===== config.mk =====
export PLATFORM = sky130hd
export DESIGN_NAME = pipeline_arbiter
export DESIGN_NICKNAME = d
export VERILOG_FILES = /design/src/rtl/pipeline_arbiter.sv
export SDC_FILE = /design/constraint.sdc
export NUM_CORES = 1
export LEC_CHECK = 0
export CAP_MARGIN = 10
export CORE_AREA = 3 3 511 513
export CTS_CLUSTER_SIZE = 14
export DETAILED_ROUTE_END_ITERATION = 10
export DIE_AREA = 0 0 514 516
export PLACE_DENSITY = 0.3
export SLEW_MARGIN = 20
export SYNTH_ARGS = -nofsm -noshare
export SYNTH_HDL_FRONTEND = slang
export SYNTH_SLANG_ARGS = --single-unit

===== constraint.sdc =====
create_clock -name clk -period 2.25 [get_ports clk]
set_input_delay 0.45 -clock clk [delete_from_list [all_inputs] [get_ports clk]]
set_output_delay 0.45 -clock clk [all_outputs]
set_load 0.03 [all_outputs]

===== src/rtl/pipeline_arbiter.sv =====
// pipeline_arbiter: N-way packet-aware round-robin arbiter feeding a single
// registered output slot. A requester that starts a multi-beat packet keeps
// the grant until it sends the beat marked i_last; the output slot gives one
// beat per cycle of throughput and one cycle of input-to-output latency.
module pipeline_arbiter #(
  parameter int N  = 4,
  parameter int DW = 256,
  parameter int IW = $clog2(N)
) (
  input  logic                   clk,
  input  logic                   rst,
  input  logic [N-1:0]           i_valid,
  output logic [N-1:0]           i_ready,
  input  logic [N-1:0][DW-1:0]   i_data,
  input  logic [N-1:0]           i_last,
  output logic                   o_valid,
  input  logic                   o_ready,
  output logic [DW-1:0]          o_data,
  output logic                   o_last,
  output logic [IW-1:0]          o_id
);

  localparam logic [0:0] ST_IDLE   = 1'b0;
  localparam logic [0:0] ST_LOCKED = 1'b1;

  logic [0:0]    r_state;
  logic [IW-1:0] r_last;
  logic [IW-1:0] r_owner;
  logic          r_o_valid;
  logic [DW-1:0] r_o_data;
  logic          r_o_last;
  logic [IW-1:0] r_o_id;

  logic          w_slot_free;
  logic          w_found;
  logic          w_can_grant;
  logic          w_in_xfer;
  logic [IW-1:0] w_rr_pick;
  logic [IW-1:0] w_grant;

  // Round-robin search: first valid requester starting one past the last
  // channel that completed a packet, wrapping around.
  always_comb begin
    int c;
    w_rr_pick = '0;
    w_found   = 1'b0;
    c         = 0;
    for (int d = 1; d <= N; d++) begin
      c = (int'(r_last) + d) % N;
      if (!w_found && i_valid[IW'(c)]) begin
        w_found   = 1'b1;
        w_rr_pick = IW'(c);
      end
    end
  end

  // Grant selection and ready generation; a locked owner keeps the grant
  // even while its own valid is low, so no other channel can slip in.
  always_comb begin
    w_slot_free = !r_o_valid || o_ready;
    if (r_state == ST_LOCKED) begin
      w_grant     = r_owner;
      w_can_grant = 1'b1;
    end else begin
      w_grant     = w_rr_pick;
      w_can_grant = w_found;
    end
    i_ready = '0;
    if (!rst && w_slot_free && w_can_grant) begin
      i_ready[w_grant] = 1'b1;
    end
    w_in_xfer = !rst && w_slot_free && w_can_grant && i_valid[w_grant];
  end

  // Packet-lock FSM and round-robin pointer; only a completed packet moves
  // the pointer, so a lock does not skew fairness.
  always_ff @(posedge clk) begin
    if (rst) begin
      r_state <= ST_IDLE;
      r_last  <= IW'(N - 1);
      r_owner <= '0;
    end else if (w_in_xfer) begin
      if (i_last[w_grant]) begin
        r_state <= ST_IDLE;
        r_last  <= w_grant;
      end else if (r_state == ST_IDLE) begin
        r_state <= ST_LOCKED;
        r_owner <= w_grant;
      end
    end
  end

  // Output slot: load on input transfer (also when draining the same cycle),
  // empty on an output transfer with nothing new arriving, else hold.
  always_ff @(posedge clk) begin
    if (rst) begin
      r_o_valid <= 1'b0;
      r_o_data  <= '0;
      r_o_last  <= 1'b0;
      r_o_id    <= '0;
    end else if (w_in_xfer) begin
      r_o_valid <= 1'b1;
      r_o_data  <= i_data[w_grant];
      r_o_last  <= i_last[w_grant];
      r_o_id    <= w_grant;
    end else if (o_ready) begin
      r_o_valid <= 1'b0;
    end
  end

  assign o_valid = r_o_valid;
  assign o_data  = r_o_data;
  assign o_last  = r_o_last;
  assign o_id    = r_o_id;

endmodule


### Yosys cells after proc, flatten, opt, wreduce, memory -nomap -nowiden

Index checks and enable logic that the tools add are counted.

| storage, ports and cells | value |
|---|---|
| flip-flop bits (word level) | 265 |
| input port bits | 1035 |
| output and inout port bits | 264 |
| logic and storage cells | 69 |

| operators by class | value |
|---|---|
| add/subtract/negate cells | 4 |
| magnitude comparators | 6 |
| mux-type cells | 34 |
| bitwise logic cells | 2 |
| reductions and logical operators | 16 |

Operator list:

| operator | number |
|---|---|
| $bmux W256 S2 | 1 |
| $mux W256 | 1 |
| $mux W1 | 19 |
| $lt A2 B4 Y1 const B | 4 |
| $bmux W1 S2 | 6 |
| $mux W2 | 5 |
| $logic_and A1 B1 Y1 | 7 |
| $logic_not A1 Y1 | 5 |
| $add A2 B1 Y2 const B | 2 |
| $add A2 B2 Y2 const B | 2 |
| $mux W4 | 1 |
| $lt A2 B3 Y1 const B | 1 |
| $reduce_and A3 Y1 | 1 |
| $demux W1 S2 | 1 |
| $ge A2 B1 Y1 const B | 1 |
| $not A1 Y1 | 2 |
| $reduce_and A2 Y1 | 1 |
| $reduce_bool A2 Y1 | 1 |
| $logic_or A1 B1 Y1 | 1 |

### Depth between registers and ports, before layout

| logic depth | value |
|---|---|
| depth in word-level cells | 20 |
| depth in mapped cells | 10 |

### Least setup slack after synthesis

Ideal clock, no wire load.

| path | value |
|---|---|
| kind | input to output |
| start point | input i_valid[1] |
| end point | output i_ready[2] |
| arrival time | 2.180 ns |
| slack | -0.380 ns |
| cell stages on the path | 8 |
| path buffers | 3 |
| cells stage by stage | buf_4 -> o21ai_1 -> o211ai_2 -> nand2_2 -> clkbuf_1 -> clkbuf_1 -> nand2_1 -> nor2_1 |

| between the ends | value |
|---|---|
| longest elaborated chain between the ends | 19 |
| elaborated cells between the ends (all ways) | 35 |
| those cells by class | order compare (2); mux (25); reduce/logical (8) |

RTL lines:

| element | RTL line | source |
|---|---|---|
| from (decl) | 12 | `input logic [N-1:0] i_valid,` |
| $bmux W1 S2 | 50 | `if (!w_found && i_valid[IW'(c)]) begin` |
| $mux W1 (not written as such) (2 in series) | 50 |  |
| $mux W1 | 50 |  |
| $logic_not A1 Y1 | 50 |  |
| $logic_and A1 B1 Y1 | 50 |  |
| $mux W1 | 50 |  |
| $logic_not A1 Y1 | 50 |  |
| $logic_and A1 B1 Y1 | 50 |  |
| [... 2 more ...] | n/a |  |
| $logic_and A1 B1 Y1 | 50 |  |
| $mux W2 | 50 |  |
| $mux W2 | 61 | `if (r_state == ST_LOCKED) begin` |
| $lt A2 B3 Y1 (not written as such) or $ge A2 B1 Y1 (tied branches) | 70 | `i_ready[w_grant] = 1'b1;` |
| $logic_and A1 B1 Y1 (not written as such) | 70 |  |
| $mux W1 (not written as such) | 70 |  |
| $demux W1 S2 | 70 |  |
| $mux W4 * | 69 | `if (!rst && w_slot_free && w_can_grant) begin` |
| to (decl) | 13 | `output logic [N-1:0] i_ready,` |

Every way passes the cells marked *; elsewhere a longest branch is shown, timed or not. The select of a mux whose other input is x is not followed.

### Worst setup path after layout

| path | value |
|---|---|
| start point | register r_last[0] |
| end point | output i_ready[0] |

| between the ends | value |
|---|---|
| longest elaborated chain between the ends | 20 |
| elaborated cells between the ends (all ways) | 39 |
| those cells by class | add/sub (4); order compare (2); mux (25); reduce/logical (8) |

RTL lines:

| element | RTL line | source |
|---|---|---|
| from (decl) | 27 | `logic [IW-1:0] r_last;` |
| from (signal assigned) | 80 | `r_last <= IW'(N - 1);` |
| from (signal assigned) | 85 | `r_last <= w_grant;` |
| $add A2 B1 Y2 | 49 | `c = (int'(r_last) + d) % N;` |
| $bmux W1 S2 | 50 |  |
| $mux W1 (not written as such) (2 in series) | 50 |  |
| $mux W1 | 50 |  |
| $logic_not A1 Y1 | 50 |  |
| $logic_and A1 B1 Y1 | 50 |  |
| $mux W1 | 50 |  |
| $logic_not A1 Y1 | 50 |  |
| [... 3 more ...] | n/a |  |
| $logic_and A1 B1 Y1 | 50 |  |
| $mux W2 | 50 |  |
| $mux W2 | 61 |  |
| $lt A2 B3 Y1 (not written as such) or $ge A2 B1 Y1 (tied branches) | 70 |  |
| $logic_and A1 B1 Y1 (not written as such) | 70 |  |
| $mux W1 (not written as such) | 70 |  |
| $demux W1 S2 | 70 |  |
| $mux W4 * | 69 |  |

Marks and branches as above.

==> results.md <==
* Worst rel slew slack at 58.9%
* Die span in y at 516 µm
* Place WS at -972 ps
* Clk_lat worst skew at 650 ps
* Vias in the first global route at 20300
* Commonest cells after routing, fill and taps aside: clkdlybuf4s50_1 (1115), nand2_1 (459), dfxtp_1 (263), mux4_2 (257), o21ai_1 (243)
* Fin util at 14.3%
* Crit. End Element: output pin
* Period utilization at 122%
* # fillers at 29000
* Sequential cell area at 0.00531 mm²
* Share of post-route cells with drive strength above 1 at 24.8%
* Static Leak at 0.0129 µW
* Minimum clock period at 2740 ps
* Synth top area share at 37.1%
* CTS Root Cell: clkbuf_16
* Final hold violations at 0
* Antenna violations before repair at 181
* Setup-failing EPs final at 260
* GRT Total Usage at 13.7%
* Syn_nets at 2545
* Die area at 0.265 mm²
* Post-Syn Area per Cell at 10.3 µm²
* Ys async rst share at 0%
* Post-synth EDFFs at 0
* Die Wd at 514 µm
* FF+latch count, synth at 265
* RSZ-0062 raised after global routing: true
* Ordered list of cells on the worst path: buf_4 -> or3b_4 -> o211ai_4 -> and2_4 -> nand2_4 -> nor2_4 -> buf_12
* Area leader, netlist: mux4_2
* WS Path Type: reg2out
* HP Start: o_data[85]$_SDFFE_PP0P_
* Max-slew violation count at 0
* Number of DRC markers in iteration 0 at 872
* Total power at 33400 µW
* Commonest non-fill, non-tap cell in the layout: clkdlybuf4s50_1
* Input/output buffers at 1298
* Status: finished with violations
* Maximum VDD drop at 476 µV
* R2R Path Start: r_last[0]$_SDFFE_PP1P_
* Largest cells by area after synthesis: mux4_2 (37%), dfxtp_1 (34%), nand2_1 (13%)
* Core Area at 0.257 mm²
* DR vias at 19200
* Failing checks: negative setup slack
* CTS tree: built
* Area used by multi-input combinational logic at 0.00986 mm²
* Wirelength per Cell at 29.8 µm
* RePlAce Congestion at 0.841
* YS warnings at 0
* Non-Filler Instances at 6362
* Num CTS Buffers at 46
* Synthesis-to-finish area growth at 136%
* Largest net degree at the start of global routing at 62
* TNS Setup at -82660 ps
* Req. time, crit path at 1800 ps
* Routed vias/inst at 3.02
* Dpl cells at 6211
* Post-route setup slack at -492 ps
* Layout net count at 3960
* Worst min path class: reg2reg
* Worst slew pin tran at 619 ps
* CP startpoint kind: flop
* Syn Std Cell Area at 0.0156 mm²
* First-pass GRT wire length at 233000 µm
* Dominant synthesized flop cell: dfxtp_1
* Power per cell area at 909 mW/mm²
* DP Wirelength at 167000 µm
* Register area share after synthesis at 34.0%
* Max Cap Viol at 0
* Remaining Overflow, GRT at 0
* # DRC at 0
* CP peak stage delay at 380 ps
* Synthesized instance count at 1510
* Row Count at 186
* Clk sink count at 265
* Initial Utilization at 6.07%
* Crit path max fanout at 3
* Worst Skew at 17.7 ps
* Hold Buf Count CTS at 0
* IO Count at 1299
* Arrival @ worst endpoint at 2290 ps
* Detail Route Antenna Nets at 0
* CP startpoint: r_last[0]$_SDFFE_PP1P_
* FMAX at 0.365 GHz
* Routed wire length at 190000 µm
* Crit-path slowest cell: or3b_4
* CTS clk-pin slew, worst paths at 50 ps
* Clk buf depth at 3
* H-tree Lvls at 2
* Synth unique cells at 41
* DR pass1 iterations at 5
-- worst max-delay path, delay by kind of cell (launching register included) --
| family | cells | cell delay [ps] |
|---|---|---|
| simple gates | 4 | 820 |
| flops | 1 | 360 |
| buf+inv | 2 | 300 |
| compound gates | 1 | 150 |
-- final timing paths --
kind / slack (ps) / cells past startpoint / to
setup / recovery: -490 / 7 / i_ready[0]
hold / removal: 440 / 2 / o_data[85]$_SDFFE_PP0P_
hold reg to reg: 440 / 2 / o_data[85]$_SDFFE_PP0P_
setup reg to reg: -440 / 11 / o_data[107]$_SDFFE_PP0P_
-- layer usage --
layer / global-route usage (%) / wire length, µm
met1: 14.9 / 69900
met2: 22.9 / 88500
met3: 8.33 / 26800
met5: 0 / 860
met4: 2.62 / 3910
-- report_power, final --
group / internal [µW] / switching, µW
sequential: 6050 / 884
combinational: 8800 / 10000
clock: 4630 / 2990
-- through the flow --
step	instance area, µm²	hold WS, ps
detailed placement	33700	440
CTS	36600	445
global placement	33700	436
finish	36700	443
floorplan	15800	439
global route	36700	462
-- final cells by class --
| type | instances | area share, % |
|---|---|---|
| clock inverter | 14 | 0.497 |
| sequential | 265 | 14.5 |
| multi-input combinational | 1099 | 26.9 |
| antenna | 19 | 0.129 |
| tap | 3384 | 11.5 |
| inverter | 1 | 0.0307 |
| clock buffer | 68 | 3.72 |
| timing repair buffer | 1512 | 42.8 |
-- cell families (layout without fill, tap and decap cells) --
family,after synthesis,in the layout,synth area share [%]
compound gates,278,278,9.29
mux,265,265,37.6
simple gates,556,556,13.8
flops,265,265,34.0
other cells,0,19,0
buf+inv,146,1595,5.22
-- cells in the mapped netlist (3+ instances only) --
library cell / count
clkbuf_1: 81
dfxtp_1: 265
nand3_1: 3
mux4_2: 257
buf_4: 11
buf_1: 4
nor3_1: 3
o21ai_1: 240
mux2i_1: 7
nor2b_1: 3
buf_2: 29
a21oi_1: 6
buf_6: 10
nor2_1: 9
o21ai_0: 19
nand2b_1: 4
nand2_1: 522
buf_8: 10
-- state kept, by name (all words and copies together) (netlist names) --
register  count
o_valid       1
r_owner       2
o_id          2
r_state       1
o_last        1
r_last        2
o_data      256
-- repair_timing --
action	in CTS	in global routing
pin swaps	81	41
endpoints found under the setup margin	358	268
buffers inserted	43	13
endpoints found under the hold margin	0	0
resized for setup	263	100
gates cloned	16	0
Note: power is estimated with default switching activity, not from simulation.
